`src/rtl/mdu_iter_if.sv`:
```
`default_nettype none
// ============================================================================
//  Module      : mdu_iter_if
//  Description : Request/result bundle of the iterative multiply/divide unit.
//                The pipeline side (master) issues ops and flushes. The unit
//                side (slave) returns busy/done and the HI/LO registers.
//  Revision    : 1.0 - initial release
// ============================================================================
interface mdu_iter_if #(
    parameter int WIDTH = 32
);
    logic             start;
    logic [2:0]       op;
    logic [WIDTH-1:0] a;
    logic [WIDTH-1:0] b;
    logic             abort;
    logic             busy;
    logic             done;
    logic             div_by_zero;
    logic [WIDTH-1:0] hi;
    logic [WIDTH-1:0] lo;

    modport master (
        output start, op, a, b, abort,
        input  busy, done, div_by_zero, hi, lo
    );

    modport slave (
        input  start, op, a, b, abort,
        output busy, done, div_by_zero, hi, lo
    );
endinterface
`default_nettype wire

```
`src/rtl/mdu_iter.sv`:
```
`default_nettype none
// ============================================================================
//  Module      : mdu_iter
//  Description : Iterative MULT/MULTU/DIV/DIVU unit with HI/LO registers.
//                Radix-2 shift-add multiply and restoring divide run on
//                unsigned magnitudes for WIDTH cycles. A one-cycle FIX state
//                then applies the sign correction and writes HI/LO.
//                MTHI/MTLO write HI/LO directly in a single cycle.
//  Revision    : 1.0 - initial release
// ============================================================================
module mdu_iter #(
    parameter int WIDTH = 32
) (
    input  wire          clk,
    input  wire          rst,      // asynchronous, active-low
    mdu_iter_if.slave    bus
);

    localparam int                 c_CNT_W    = (WIDTH > 1) ? $clog2(WIDTH) : 1;
    localparam logic [c_CNT_W-1:0] c_CNT_LAST = c_CNT_W'(WIDTH - 1);
    localparam logic [c_CNT_W-1:0] c_CNT_ONE  = c_CNT_W'(1);

    localparam logic [2:0] c_OP_MULT  = 3'b000;
    localparam logic [2:0] c_OP_MULTU = 3'b001;
    localparam logic [2:0] c_OP_DIV   = 3'b010;
    localparam logic [2:0] c_OP_DIVU  = 3'b011;
    localparam logic [2:0] c_OP_MTHI  = 3'b100;
    localparam logic [2:0] c_OP_MTLO  = 3'b101;

    typedef enum logic [1:0] {
        S_IDLE = 2'd0,
        S_CALC = 2'd1,
        S_FIX  = 2'd2
    } state_t;

    // ------------------------------------------------------------------
    // State and registers
    // ------------------------------------------------------------------
    state_t             r_state;
    logic [c_CNT_W-1:0] r_cnt;
    logic               r_busy;
    logic               r_done;
    logic               r_div_by_zero;
    logic [WIDTH-1:0]   r_hi;
    logic [WIDTH-1:0]   r_lo;

    // Working set. For multiply, r_work_hi is the partial-product upper half
    // and r_work_lo holds the multiplier as it shifts out. For divide,
    // r_work_hi is the partial remainder and r_work_lo shifts the dividend out
    // while the quotient bits shift in.
    logic [WIDTH-1:0]   r_work_hi;
    logic [WIDTH-1:0]   r_work_lo;
    logic [WIDTH-1:0]   r_opnd;      // multiplicand or divisor magnitude
    logic [WIDTH-1:0]   r_a_raw;     // original dividend, returned on divide by zero
    logic               r_is_div;
    logic               r_neg_res;   // operand signs differ: negate product/quotient
    logic               r_neg_rem;   // dividend negative: negate remainder
    logic               r_dbz;       // current op is a divide with b == 0

    // ------------------------------------------------------------------
    // Combinational signals
    // ------------------------------------------------------------------
    logic               w_is_md;
    logic               w_is_div;
    logic               w_signed;
    logic               w_neg_a;
    logic               w_neg_b;
    logic [WIDTH-1:0]   w_mag_a;
    logic [WIDTH-1:0]   w_mag_b;

    logic [WIDTH:0]     w_sum;
    logic [WIDTH:0]     w_shift;
    logic               w_ge;
    logic [WIDTH-1:0]   w_diff;
    logic [WIDTH-1:0]   w_next_hi;
    logic [WIDTH-1:0]   w_next_lo;

    logic [2*WIDTH-1:0] w_prod;
    logic [2*WIDTH-1:0] w_prod_fix;
    logic [WIDTH-1:0]   w_fix_hi;
    logic [WIDTH-1:0]   w_fix_lo;

    // Decode the request and form the unsigned operand magnitudes. The
    // magnitude of the most-negative value is 2^(WIDTH-1), which still fits
    // as an unsigned WIDTH-bit number, so the overflow case needs no special
    // handling.
    always_comb begin
        w_is_md  = (bus.op == c_OP_MULT) || (bus.op == c_OP_MULTU) ||
                   (bus.op == c_OP_DIV)  || (bus.op == c_OP_DIVU);
        w_is_div = (bus.op == c_OP_DIV)  || (bus.op == c_OP_DIVU);
        w_signed = (bus.op == c_OP_MULT) || (bus.op == c_OP_DIV);
        w_neg_a  = w_signed && bus.a[WIDTH-1];
        w_neg_b  = w_signed && bus.b[WIDTH-1];
        w_mag_a  = w_neg_a ? (~bus.a + 1'b1) : bus.a;
        w_mag_b  = w_neg_b ? (~bus.b + 1'b1) : bus.b;
    end

    // One iteration step: add-then-shift for multiply, trial-subtract for divide.
    always_comb begin
        w_sum   = {1'b0, r_work_hi} + {1'b0, r_opnd};
        w_shift = {r_work_hi, r_work_lo[WIDTH-1]};
        w_ge    = (w_shift >= {1'b0, r_opnd});
        // The partial remainder stays below the divisor, so the difference
        // always fits in WIDTH bits when w_ge is set.
        w_diff  = w_shift[WIDTH-1:0] - r_opnd;
        if (r_is_div) begin
            w_next_hi = w_ge ? w_diff : w_shift[WIDTH-1:0];
            w_next_lo = {r_work_lo[WIDTH-2:0], w_ge};
        end else if (r_work_lo[0]) begin
            {w_next_hi, w_next_lo} = {w_sum, r_work_lo[WIDTH-1:1]};
        end else begin
            {w_next_hi, w_next_lo} = {1'b0, r_work_hi, r_work_lo[WIDTH-1:1]};
        end
    end

    // Sign correction applied in FIX. A divide by zero bypasses the
    // correction and returns all ones in LO and the raw dividend in HI.
    always_comb begin
        w_prod     = {r_work_hi, r_work_lo};
        w_prod_fix = r_neg_res ? (~w_prod + 1'b1) : w_prod;
        if (r_is_div) begin
            if (r_dbz) begin
                w_fix_hi = r_a_raw;
                w_fix_lo = '1;
            end else begin
                w_fix_hi = r_neg_rem ? (~r_work_hi + 1'b1) : r_work_hi;
                w_fix_lo = r_neg_res ? (~r_work_lo + 1'b1) : r_work_lo;
            end
        end else begin
            w_fix_hi = w_prod_fix[2*WIDTH-1:WIDTH];
            w_fix_lo = w_prod_fix[WIDTH-1:0];
        end
    end

    // Control FSM, iteration datapath and HI/LO result registers.
    always_ff @(posedge clk or negedge rst) begin
        if (!rst) begin
            r_state       <= S_IDLE;
            r_cnt         <= '0;
            r_busy        <= 1'b0;
            r_done        <= 1'b0;
            r_div_by_zero <= 1'b0;
            r_hi          <= '0;
            r_lo          <= '0;
            r_work_hi     <= '0;
            r_work_lo     <= '0;
            r_opnd        <= '0;
            r_a_raw       <= '0;
            r_is_div      <= 1'b0;
            r_neg_res     <= 1'b0;
            r_neg_rem     <= 1'b0;
            r_dbz         <= 1'b0;
        end else begin
            r_done <= 1'b0;
            case (r_state)
                S_IDLE: begin
                    // abort outranks start, and unknown op codes fall through
                    if (bus.start && !bus.abort) begin
                        if (w_is_md) begin
                            r_state   <= S_CALC;
                            r_busy    <= 1'b1;
                            r_cnt     <= '0;
                            r_is_div  <= w_is_div;
                            r_work_hi <= '0;
                            r_work_lo <= w_is_div ? w_mag_a : w_mag_b;
                            r_opnd    <= w_is_div ? w_mag_b : w_mag_a;
                            r_a_raw   <= bus.a;
                            r_neg_res <= w_neg_a ^ w_neg_b;
                            r_neg_rem <= w_neg_a;
                            r_dbz     <= w_is_div && (bus.b == '0);
                        end else if (bus.op == c_OP_MTHI) begin
                            r_hi <= bus.a;
                        end else if (bus.op == c_OP_MTLO) begin
                            r_lo <= bus.a;
                        end
                    end
                end
                S_CALC: begin
                    if (bus.abort) begin
                        r_state <= S_IDLE;
                        r_busy  <= 1'b0;
                    end else begin
                        r_work_hi <= w_next_hi;
                        r_work_lo <= w_next_lo;
                        r_cnt     <= r_cnt + c_CNT_ONE;
                        if (r_cnt == c_CNT_LAST) begin
                            r_state <= S_FIX;
                        end
                    end
                end
                S_FIX: begin
                    r_state <= S_IDLE;
                    r_busy  <= 1'b0;
                    if (!bus.abort) begin
                        r_hi          <= w_fix_hi;
                        r_lo          <= w_fix_lo;
                        r_done        <= 1'b1;
                        r_div_by_zero <= r_is_div && r_dbz;
                    end
                end
                default: begin
                    r_state <= S_IDLE;
                    r_busy  <= 1'b0;
                end
            endcase
        end
    end

    assign bus.busy        = r_busy;
    assign bus.done        = r_done;
    assign bus.div_by_zero = r_div_by_zero;
    assign bus.hi          = r_hi;
    assign bus.lo          = r_lo;

endmodule
`default_nettype wire

```
`src/flat_wrapper.sv`:
```
// flat-port wrapper written by rule: the top's interface ports become plain ports
module mdu_iter_flat 
#(
    parameter int WIDTH = 32
)
  (clk, rst, bus_start, bus_op, bus_a, bus_b, bus_abort, bus_busy, bus_done, bus_div_by_zero, bus_hi, bus_lo);
  mdu_iter_if #(.WIDTH(WIDTH)) bus_i ();
  input  wire clk;
  input  wire rst;
  input wire logic [$bits(bus_i.start)-1:0] bus_start;
  input wire logic [$bits(bus_i.op)-1:0] bus_op;
  input wire logic [$bits(bus_i.a)-1:0] bus_a;
  input wire logic [$bits(bus_i.b)-1:0] bus_b;
  input wire logic [$bits(bus_i.abort)-1:0] bus_abort;
  output wire logic [$bits(bus_i.busy)-1:0] bus_busy;
  output wire logic [$bits(bus_i.done)-1:0] bus_done;
  output wire logic [$bits(bus_i.div_by_zero)-1:0] bus_div_by_zero;
  output wire logic [$bits(bus_i.hi)-1:0] bus_hi;
  output wire logic [$bits(bus_i.lo)-1:0] bus_lo;
  assign bus_i.start = bus_start;
  assign bus_i.op = bus_op;
  assign bus_i.a = bus_a;
  assign bus_i.b = bus_b;
  assign bus_i.abort = bus_abort;
  assign bus_busy = bus_i.busy;
  assign bus_done = bus_i.done;
  assign bus_div_by_zero = bus_i.div_by_zero;
  assign bus_hi = bus_i.hi;
  assign bus_lo = bus_i.lo;
  mdu_iter #(.WIDTH(WIDTH)) u_core (.clk(clk), .rst(rst), .bus(bus_i));
endmodule
```
`config.mk`:
```
export PLATFORM = sky130hd
export DESIGN_NAME = mdu_iter_flat
export DESIGN_NICKNAME = d
export VERILOG_FILES = /design/src/rtl/mdu_iter_if.sv /design/src/rtl/mdu_iter.sv /design/src/flat_wrapper.sv
export SDC_FILE = /design/constraint.sdc
export NUM_CORES = 1
export LEC_CHECK = 0
export CAP_MARGIN = 20
export CORE_UTILIZATION = 35
export CTS_BUF_LIST = sky130_fd_sc_hd__clkbuf_16
export CTS_CLUSTER_SIZE = 40
export DETAILED_ROUTE_END_ITERATION = 10
export SKIP_CTS_REPAIR_TIMING = 1
export SLEW_MARGIN = 20
export SYNTH_ARGS = -nofsm -noshare
export SYNTH_HDL_FRONTEND = slang
export SYNTH_SLANG_ARGS = --single-unit
export TNS_END_PERCENT = 30
```
`constraint.sdc`:
```
create_clock -name clk -period 3.6 [get_ports clk]
set_input_delay 0.72 -clock clk [delete_from_list [all_inputs] [get_ports clk]]
set_output_delay 0.72 -clock clk [all_outputs]
set_load 0.01 [all_outputs]
```
* Word level (Yosys, flattened, before mapping)
Index checks and enable logic that the tools add are counted.
** Word-level totals
- Register bits :: 206
- Latch bits :: 0
- Bits in writable memories :: 0
- ROM bits :: 0
- Input bits :: 71
- Output and inout port bits :: 67
- Logic and storage cells :: 122
- Memories :: 0
** Operators by class
- $add $sub $neg :: 8
- $mul :: 0
- Div/mod/pow operators :: 0
- Magnitude comparators :: 1
- Eq/ne operators :: 18
- Shift operators :: 0
- Muxes and demuxes :: 50
- Bitwise gates (word level) :: 7
- Reductions and logical operators :: 23
** Operators by type and width (number)
- 32-bit two-way mux :: 30
- 32-bit one-hot mux with 2 select lines :: 4
- 32-bit by 1-bit adder with 32-bit output, second input constant :: 4
- 32-bit NOT :: 4
- 64-bit by 1-bit adder with 64-bit output, second input constant :: 1
- 64-bit two-way mux :: 1
- 64-bit NOT :: 1
- 32-bit by 32-bit adder with 33-bit output :: 1
- 33-bit by 32-bit >= comparator with 1-bit output :: 1
- 32-bit logical NOT :: 1
- 32-bit subtractor :: 1
- 5-bit two-way mux :: 3
- 2-bit inequality test, second input constant :: 5
- 5-bit one-hot mux with 2 select lines :: 1
- 3-bit AND reduction :: 3
- 2-bit two-way mux :: 4
- 2-bit by 1-bit inequality test with 1-bit output, second input constant :: 4
- 3-bit by 2-bit equality test with 1-bit output, second input constant :: 2
- 3-bit equality test, second input constant :: 2
- 6-bit AND reduction :: 1
- 5-bit by 1-bit adder with 5-bit output, second input constant :: 1
- 5-bit equality test, second input constant :: 1
- 1-bit logical AND :: 5
- 1-bit logical OR :: 5
- 16 further kinds :: 21

* Depth between registers and ports, before layout
Gate-level depths: netlist of run 1.
- Depth after elaboration :: 8
- Mapped depth :: 15
- Gate-level depth less buffers :: 14

* Worst setup path before layout of run 1
OpenSTA, ideal clock, no wires.
- Path kind :: register to register
- Start point :: reg u_core.r_work_hi[11]
- End point :: reg u_core.r_work_hi[23]
- Arrival time :: 3.560 ns
- Data required time :: 3.478 ns
- Setup slack :: -0.082 ns
- Cell stages (with the launch flop) :: 13
- Buffers on the path :: 3
- Clock period less this slack :: 3.682 ns
- Cells stage by stage :: dfrtp_1 -> ha_1 -> clkbuf_1 -> a21o_1 -> a31o_2 -> or4_1 -> a2111oi_1 -> nor3_1 -> a21oi_1 -> buf_2 -> buf_2 -> o211ai_1 -> a32o_1
** On the way
- Longest elaborated chain between the ends :: 5
** Ends and longest elaborated chain
- start: declaration :: line mdu_iter.sv:51 : logic [WIDTH-1:0] r_work_hi;
- start signal: assignment :: line mdu_iter.sv:183 : r_work_hi <= w_next_hi;
- 32-bit by 32-bit adder with 33-bit output (tied with other cells) :: line mdu_iter.sv:100 : w_sum = {1'b0, r_work_hi} + {1'b0, r_opnd};
- 32-bit two-way mux, on equally long branches :: line mdu_iter.sv:109, mdu_iter.sv:107
- 32-bit two-way mux (*) :: line mdu_iter.sv:106 : if (r_is_div) begin
- 32-bit two-way mux (*) :: line mdu_iter.sv:179 : if (bus.abort) begin
- 32-bit one-hot mux with 2 select lines (*) :: line mdu_iter.sv:155 : case (r_state)
Every way passes the cells marked *; elsewhere a longest branch is shown, timed or not. The select of a mux whose other input is x is not followed.
A chain may end at the register's enable or synchronous reset.

* Worst setup path in the final report of run 1
- Start point :: reg u_core.r_work_lo[20]
- End point :: reg u_core.r_hi[7], in the netlist u_core.bus.hi[7]
** On the way
- Longest elaborated chain between the ends :: 6
** Ends and longest elaborated chain
- start: declaration :: line mdu_iter.sv:52 : logic [WIDTH-1:0] r_work_lo;
- start signal: assignment :: line mdu_iter.sv:165 : r_work_lo <= w_is_div ? w_mag_a : w_mag_b;
- start signal: assignment :: line mdu_iter.sv:184 : r_work_lo <= w_next_lo;
- 64-bit NOT :: line mdu_iter.sv:120 : w_prod_fix = r_neg_res ? (~w_prod + 1'b1) : w_prod;
- 64-bit by 1-bit adder with 64-bit output :: line mdu_iter.sv:120
- 64-bit two-way mux :: line mdu_iter.sv:120
- 32-bit two-way mux :: line mdu_iter.sv:121 : if (r_is_div) begin
- 32-bit two-way mux :: line mdu_iter.sv:194 : if (!bus.abort) begin
- 32-bit one-hot mux with 2 select lines :: line mdu_iter.sv:155
- end signal: assignment :: line mdu_iter.sv:172 : r_hi <= bus.a;
- end signal: assignment :: line mdu_iter.sv:195 : r_hi <= w_fix_hi;
- end: declaration :: line mdu_iter.sv:44 : logic [WIDTH-1:0] r_hi;
No other way between the ends. The select of a mux whose other input is x is not followed.

==> results.md, run 1 <==
* Number of DRC markers after the initial detailed-route iteration at 1596
* Cell variety after synth at 74
* Synth Net Count at about 2400
* Die ar. at between 50000 and 60000 um2
* F_max at roughly 280 MHz
* Post-DR vias/cell at 5.78
* CTS Sinks at 206
* RR Endpoint: u_core.bus.hi[7]
* Combinational power share at 0.595
* Worst-Margin Slew at 1.04 ns
* Boundary Pins at between 100 and 150
* Synth top cells by count: 354 x nand2_1, 219 x o21ai_0, 206 x dfrtp_1
* Unrepaired setup endpoints after global routing: yes
* Antenna violations before repair at 1
* Root buffer cell: clkbuf_16
* Final WS setup at ~0.023 ns
* Layout area overhead at 25.2%
* Ys flop type: dfrtp_1
* Cell Rows at 81
* Placed inst area at 20800 um2
* Design area at ~22000 um2
* Most frequent cell after synthesis: nand2_1
* Worst hold margin at 0.180 ns
* Post-synth ARST share at 1.00
* ANT nets after route at 0
* P_sw at a little under 7 mW
* Reg-to-reg startpoint: u_core.r_work_lo[20]
* GP Congestion at 0.988
* Total gr overflow at 0
* Area leader, netlist: dfrtp_1
* Core area at 49100 um2
* Synth top area share at 0.296
* WS Path Type: register to register
* Worst slew margin at 0.310
* Final min period at 3.58 ns
* Total CTS buffers at 26
* Routed WL at just over 70000 um
* Period utilization at 0.994
* Final nets at around 2700
* Clock transition at path regs at roughly 0.060 ns
* Clock buffer depth at 3
* Worst path arrival time at 4.01 ns
* Via count at 18435
* Vias in the first global route at 17937
* P_int at 8.57 mW
* Register area share after synthesis at 0.296
* Syn Inst Count at 2290
* Worst hold path type: primary input to async pin
* MaxCap Viol Count at 0
* Sw frac at 0.443
* Wire per inst at between 20 and 25 um
* Htree depth at 1
* R2R depth at 9
* Skew-Pair Late Insertion Delay at 0.57 ns
* Placed cell count at roughly 3100
* Flop pwr share at 0.226
* Tot Pwr at 15.4 mW
* Layout cells sized above 1 at 0.138
* DRC at 0
* Peak supply drop at 0.000531 V
* # setup viols final at 0
* Clock power share at 0.179
* Fin. max-slew vios at 0
* CP required at 4.03 ns
* CP Max Fanout at 6
* Starting Density at 0.355
* Hold Violations, Final at 0
* Dpl ws at -0.0971 ns
* CP Launch Type: register
* Status: finished clean
* Flops & latches, synth at 206
* TritonRoute pass-1 iters at 5
* Pwr/cell area at 705 nW/um2
* EDFF count, synth at 0
* CTS tree: built
* Largest net degree at the start of global routing at 85
* Post-Layout Cell Count at 3191
* Mean Syn Cell Area at 7.61 um2
* Register-to-Register Setup Slack at 0.02 ns
* Chip Height at 225 um
* Total GRT Usage at 0.275
* Synth Warn # at 0
* CP endpoint kind: register
* First-pass GRT wire length at about 110000 um
* Area of the mapped netlist at around 17000 um2
* DP HPWL at around 54000 um
* Ranking of synthesized cells by area: dfrtp_1 30%, nand2_1 7.6%, xnor2_1 6.6%, o21ai_0 6.3%, a21oi_1 5.5%
* Port Buf Inserts at approximately 140
* Skew final at ~0.019 ns
* Leakage at 9.23 nW
* DIE WIDTH at approximately 230 um
[placed cells by master, fill, tap and decap left out, types with 42 or more instances in the layout]
cell type	instances
a21oi_1	191
buf_4	215
clkdlybuf4s50_1	135
dfrtp_1	201
ha_1	70
inv_1	69
mux2i_1	53
nand2_1	353
nor2_1	188
nor3_1	42
o211ai_1	55
o21ai_0	214
xnor2_1	132
xor2_1	69
[power groups by stage]
stage               combinational (mW)  sequential [mW]  clock (mW)
finish                            9.16             3.48        2.75
global placement                  8.67             3.48           0
floorplan                         5.49             3.35           0
detailed placement                8.74             3.50           0
CTS                               8.79             3.46        2.79
global route                      9.97             3.55        2.86
[cell type report]
class                   count  area, um2
clock inverters            20        198
diodes                      1       2.50
repair buffers            361       3170
well taps                 664        831
multi-input cells        1846      11500
fillers                  4948      27200
flip-flops and latches    206       5160
clock buffers              27        676
inverters                  66        248
[registers in the layout, summed over array words and instances, names as in the netlist]
name	count
u_core.r_work_lo	32
u_core.r_opnd	32
u_core.bus.div_by_zero	1
u_core.r_a_raw	32
u_core.r_state	2
u_core.r_neg_rem	1
u_core.bus.hi	32
u_core.r_work_hi	32
u_core.r_neg_res	1
u_core.r_is_div	1
u_core.bus.busy	1
u_core.bus.lo	32
u_core.r_cnt	5
u_core.r_dbz	1
u_core.bus.done	1
[worst max-delay path, stage by stage (launching register included)]
cell      delay (ns)
dfrtp_1         0.37
or4_4           0.53
or4_4           0.44
or4_4           0.57
or4b_4          0.64
buf_6           0.16
o41ai_4         0.28
xnor2_1         0.11
o211ai_1        0.24
a21oi_1         0.10
[worst max path at each step]
stage / slack [ns] / endpoint / start / cells past startpoint
after floorplan: 0.02 / u_core.r_work_hi[23] / u_core.r_work_hi[11] / 12
after global placement: -0.02 / u_core.r_opnd[25] / bus_b[4] / 12
after detailed placement: -0.1 / u_core.r_work_lo[25] / bus_b[4] / 12
after CTS: -0.09 / u_core.bus.hi[25] / u_core.r_work_hi[3] / 11
after global routing: -0.08 / u_core.bus.hi[7] / u_core.r_work_lo[20] / 9
final: 0.02 / u_core.bus.hi[7] / u_core.r_work_lo[20] / 9
[logic make-up (layout without fill, tap and decap cells)]
logic type               Yosys count  count (layout)  share of synthesized area
AO/OA/AOI/OAI                    720             720                      0.256
AND/OR/NAND/NOR                  780             781                      0.200
buffers and inverters            239             474                     0.0526
XOR/XNOR                         201             201                      0.101
adder cells (fa/ha/maj)           72              72                     0.0525
other                              0               1                          0
flip-flops                       206             206                      0.296
multiplexers                      72              72                     0.0427
[stage by stage]
stage | TNS, ns | utilization
3_3_place_gp | -0.0357 | 0.424
2_1_floorplan | 0 | -
5_1_grt | -0.311 | 0.445
3_5_place_dp | -0.349 | 0.424
4_1_cts | -0.100 | 0.441
6_report | 0 | 0.445
[metal layers]
| metal | GRT usage | vias up | part of all wire |
|---|---|---|---|
| li1 | - | 8576 | - |
| met1 | 0.367 | 8987 | 0.43 |
| met2 | 0.440 | 711 | 0.45 |
| met3 | 0.0455 | 159 | 0.070 |
| met4 | 0.112 | 2 | 0.048 |
| met5 | 0.0156 | - | 0.0014 |
No activity file was read; power rests on OpenSTA's default activity.
==> run 2: changes to the inputs <==
==> constraint.sdc (replaced) <==
create_clock -name clk -period 4.4 [get_ports clk]
set_input_delay 0.88 -clock clk [delete_from_list [all_inputs] [get_ports clk]]
set_output_delay 0.88 -clock clk [all_outputs]
set_load 0.01 [all_outputs]
==> results.md, run 2 (synthesized netlist as in run 1, its figures left out) <==
* Post-DR vias/cell at 5.81
* Port Buf Inserts at 137
* Number of DRC markers after the initial detailed-route iteration at ~1800
* Period utilization at 0.958
* CTS tree: built
* Worst hold path type: primary input to async pin
* Cell Rows at 81
* Combinational power share at 0.546
* Peak supply drop at 0.000346 V
* Worst slew margin at 0.314
* Most common cell after layout, fill and taps aside: nand2_1
* Register-to-Register Setup Slack at ~0.19 ns
* Sw frac at 0.449
* CP Launch Type: register
* Tot Pwr at 11.7 mW
* R2R depth at 10
* Root buffer cell: clkbuf_16
* Clock buffer depth at 3
* P_sw at 5.26 mW
* DP HPWL at 51700 um
* ANT nets after route at 0
* Die ar. at between 50000 and 60000 um2
* Wire per inst at around 23 um
* RR Endpoint: u_core.bus.hi[12]
* CP Cell Sequence: or4_4, or4_4, nor4_1, nand3_1, o31ai_1, xnor2_1, nor2_1, a211oi_1, a21oi_1, o21ai_0
* CP Max Fanout at 8
* Boundary Pins at 138
* Final min period at 4.21 ns
* Total gr overflow at 0
* # setup viols final at 0
* WS Path Type: register to register
* Leakage at 8.53 nW
* Final nets at 2508
* Filler cell count in the final layout at just over 5000
* Worst stage delay on the critical path at around 0.80 ns
* MaxCap Viol Count at 0
* Clock transition at path regs at 0.07 ns
* Cell mode on critical path: or4_4
* Hold Violations, Final at 0
* Skew final at 0.0116 ns
* Pwr/cell area at 567 nW/um2
* DRC at 0
* P_int at 6.44 mW
* Skew-Pair Late Insertion Delay at 0.56 ns
* Reg-to-reg startpoint: u_core.r_work_lo[20]
* CP endpoint kind: register
* CTS Sinks at a little over 200
* Routed WL at 68700 um
* Vias in the first global route at 17067
* Layout cells sized above 1 at 0.0763
* DIE WIDTH at between 200 and 250 um
* Clock power share at 0.198
* Via count at approximately 18000
* Total GRT Usage at 0.268
* F_max at 237 MHz
* Layout area overhead at 18.2%
* Total CTS buffers at 26
* Core area at 49100 um2
* Flop pwr share at 0.256
* Unrepaired setup endpoints after global routing: no
* GP Congestion at 0.955
* Status: finished clean
* Fin. max-slew vios at 0
* Chip Height at 225 um
* Crit-path slowest cell: nor4_1
* Antenna violations before repair at 1
* Worst-Margin Slew at 1.03 ns
* Total Neg Setup Slack at 0 ns
* Starting Density at 0.355
* Htree depth at 1
* TritonRoute pass-1 iters at 6
* CP required at between 4 and 5 ns
* Worst hold margin at 0.427 ns
* First-pass GRT wire length at 104000 um
* Largest net degree at the start of global routing at 97
* Worst path arrival time at 4.69 ns
* Most frequent cells in the layout: 353 x nand2_1, 219 x o21ai_0, 203 x dfrtp_1
==> run 2: cell count changes in the layout (fill, tap and decap cells not counted), moves of 4 or more <==
cell / change
o31ai_2: -4
or4_1: +5
buf_4: -137
o21ai_0: +5
or4_4: -5
o21ai_1: -4
o31ai_1: +4
==> run 2: worst max-delay path, delay by kind of cell (launching register included) <==
family | cells | cell delay (ns)
compound gates | 4 | 1.01
xor+xnor | 1 | 0.16
flops | 1 | 0.44
simple gates | 5 | 2.53
==> run 2: per-layer routing <==
layer	vias to the layer above	global-route usage	wire length [um]
li1	8279	-	-
met1	8534	0.369	30100
met2	772	0.416	30300
met3	128	0.0531	5700
met4	0	0.0924	2590
met5	-	0	0
==> run 2: layout make-up <==
cell class	count	area [um2]	area share
Clock buffer	27	676	0.0328
Tap cell	664	831	0.0403
Multi-Input combinational cell	1845	11400	0.554
Inverter	66	248	0.0120
Sequential cell	206	5160	0.251
Timing Repair Buffer	220	2050	0.0995
Antenna cell	1	2.50	0.000121
Clock inverter	21	223	0.0108
==> run 2: worst max path at each step <==
stage | startpoint | end | depth (start not counted)
global route | u_core.r_work_lo[20] | u_core.bus.hi[20] | 10
global placement | u_core.r_work_lo[20] | u_core.bus.hi[12] | 10
floorplan | u_core.r_work_hi[11] | u_core.r_work_hi[23] | 12
CTS | u_core.r_work_lo[20] | u_core.bus.hi[12] | 10
finish | u_core.r_work_lo[20] | u_core.bus.hi[12] | 10
detailed placement | u_core.r_work_lo[20] | u_core.bus.hi[12] | 10
==> run 2: power groups by stage <==
stage | combinational (mW) | sequential, mW | clock [mW]
floorplan | 4.48 | 2.74 | 0
global placement | 6.24 | 2.99 | 0
detailed placement | 6.28 | 3.01 | 0
CTS | 6.33 | 2.97 | 2.33
global route | 7.03 | 3.05 | 2.41
finish | 6.39 | 3.00 | 2.31
==> run 2: through the flow <==
stage	cells	area (um2)	util	setup WS, ns
2_1_floorplan	2290	17400	-	0.718
3_3_place_gp	3000	19700	0.401	0.315
3_5_place_dp	3000	19700	0.401	0.295
4_1_cts	3048	20600	0.420	0.278
5_1_grt	3049	20600	0.420	0.0197
6_report	3050	20600	0.420	0.186
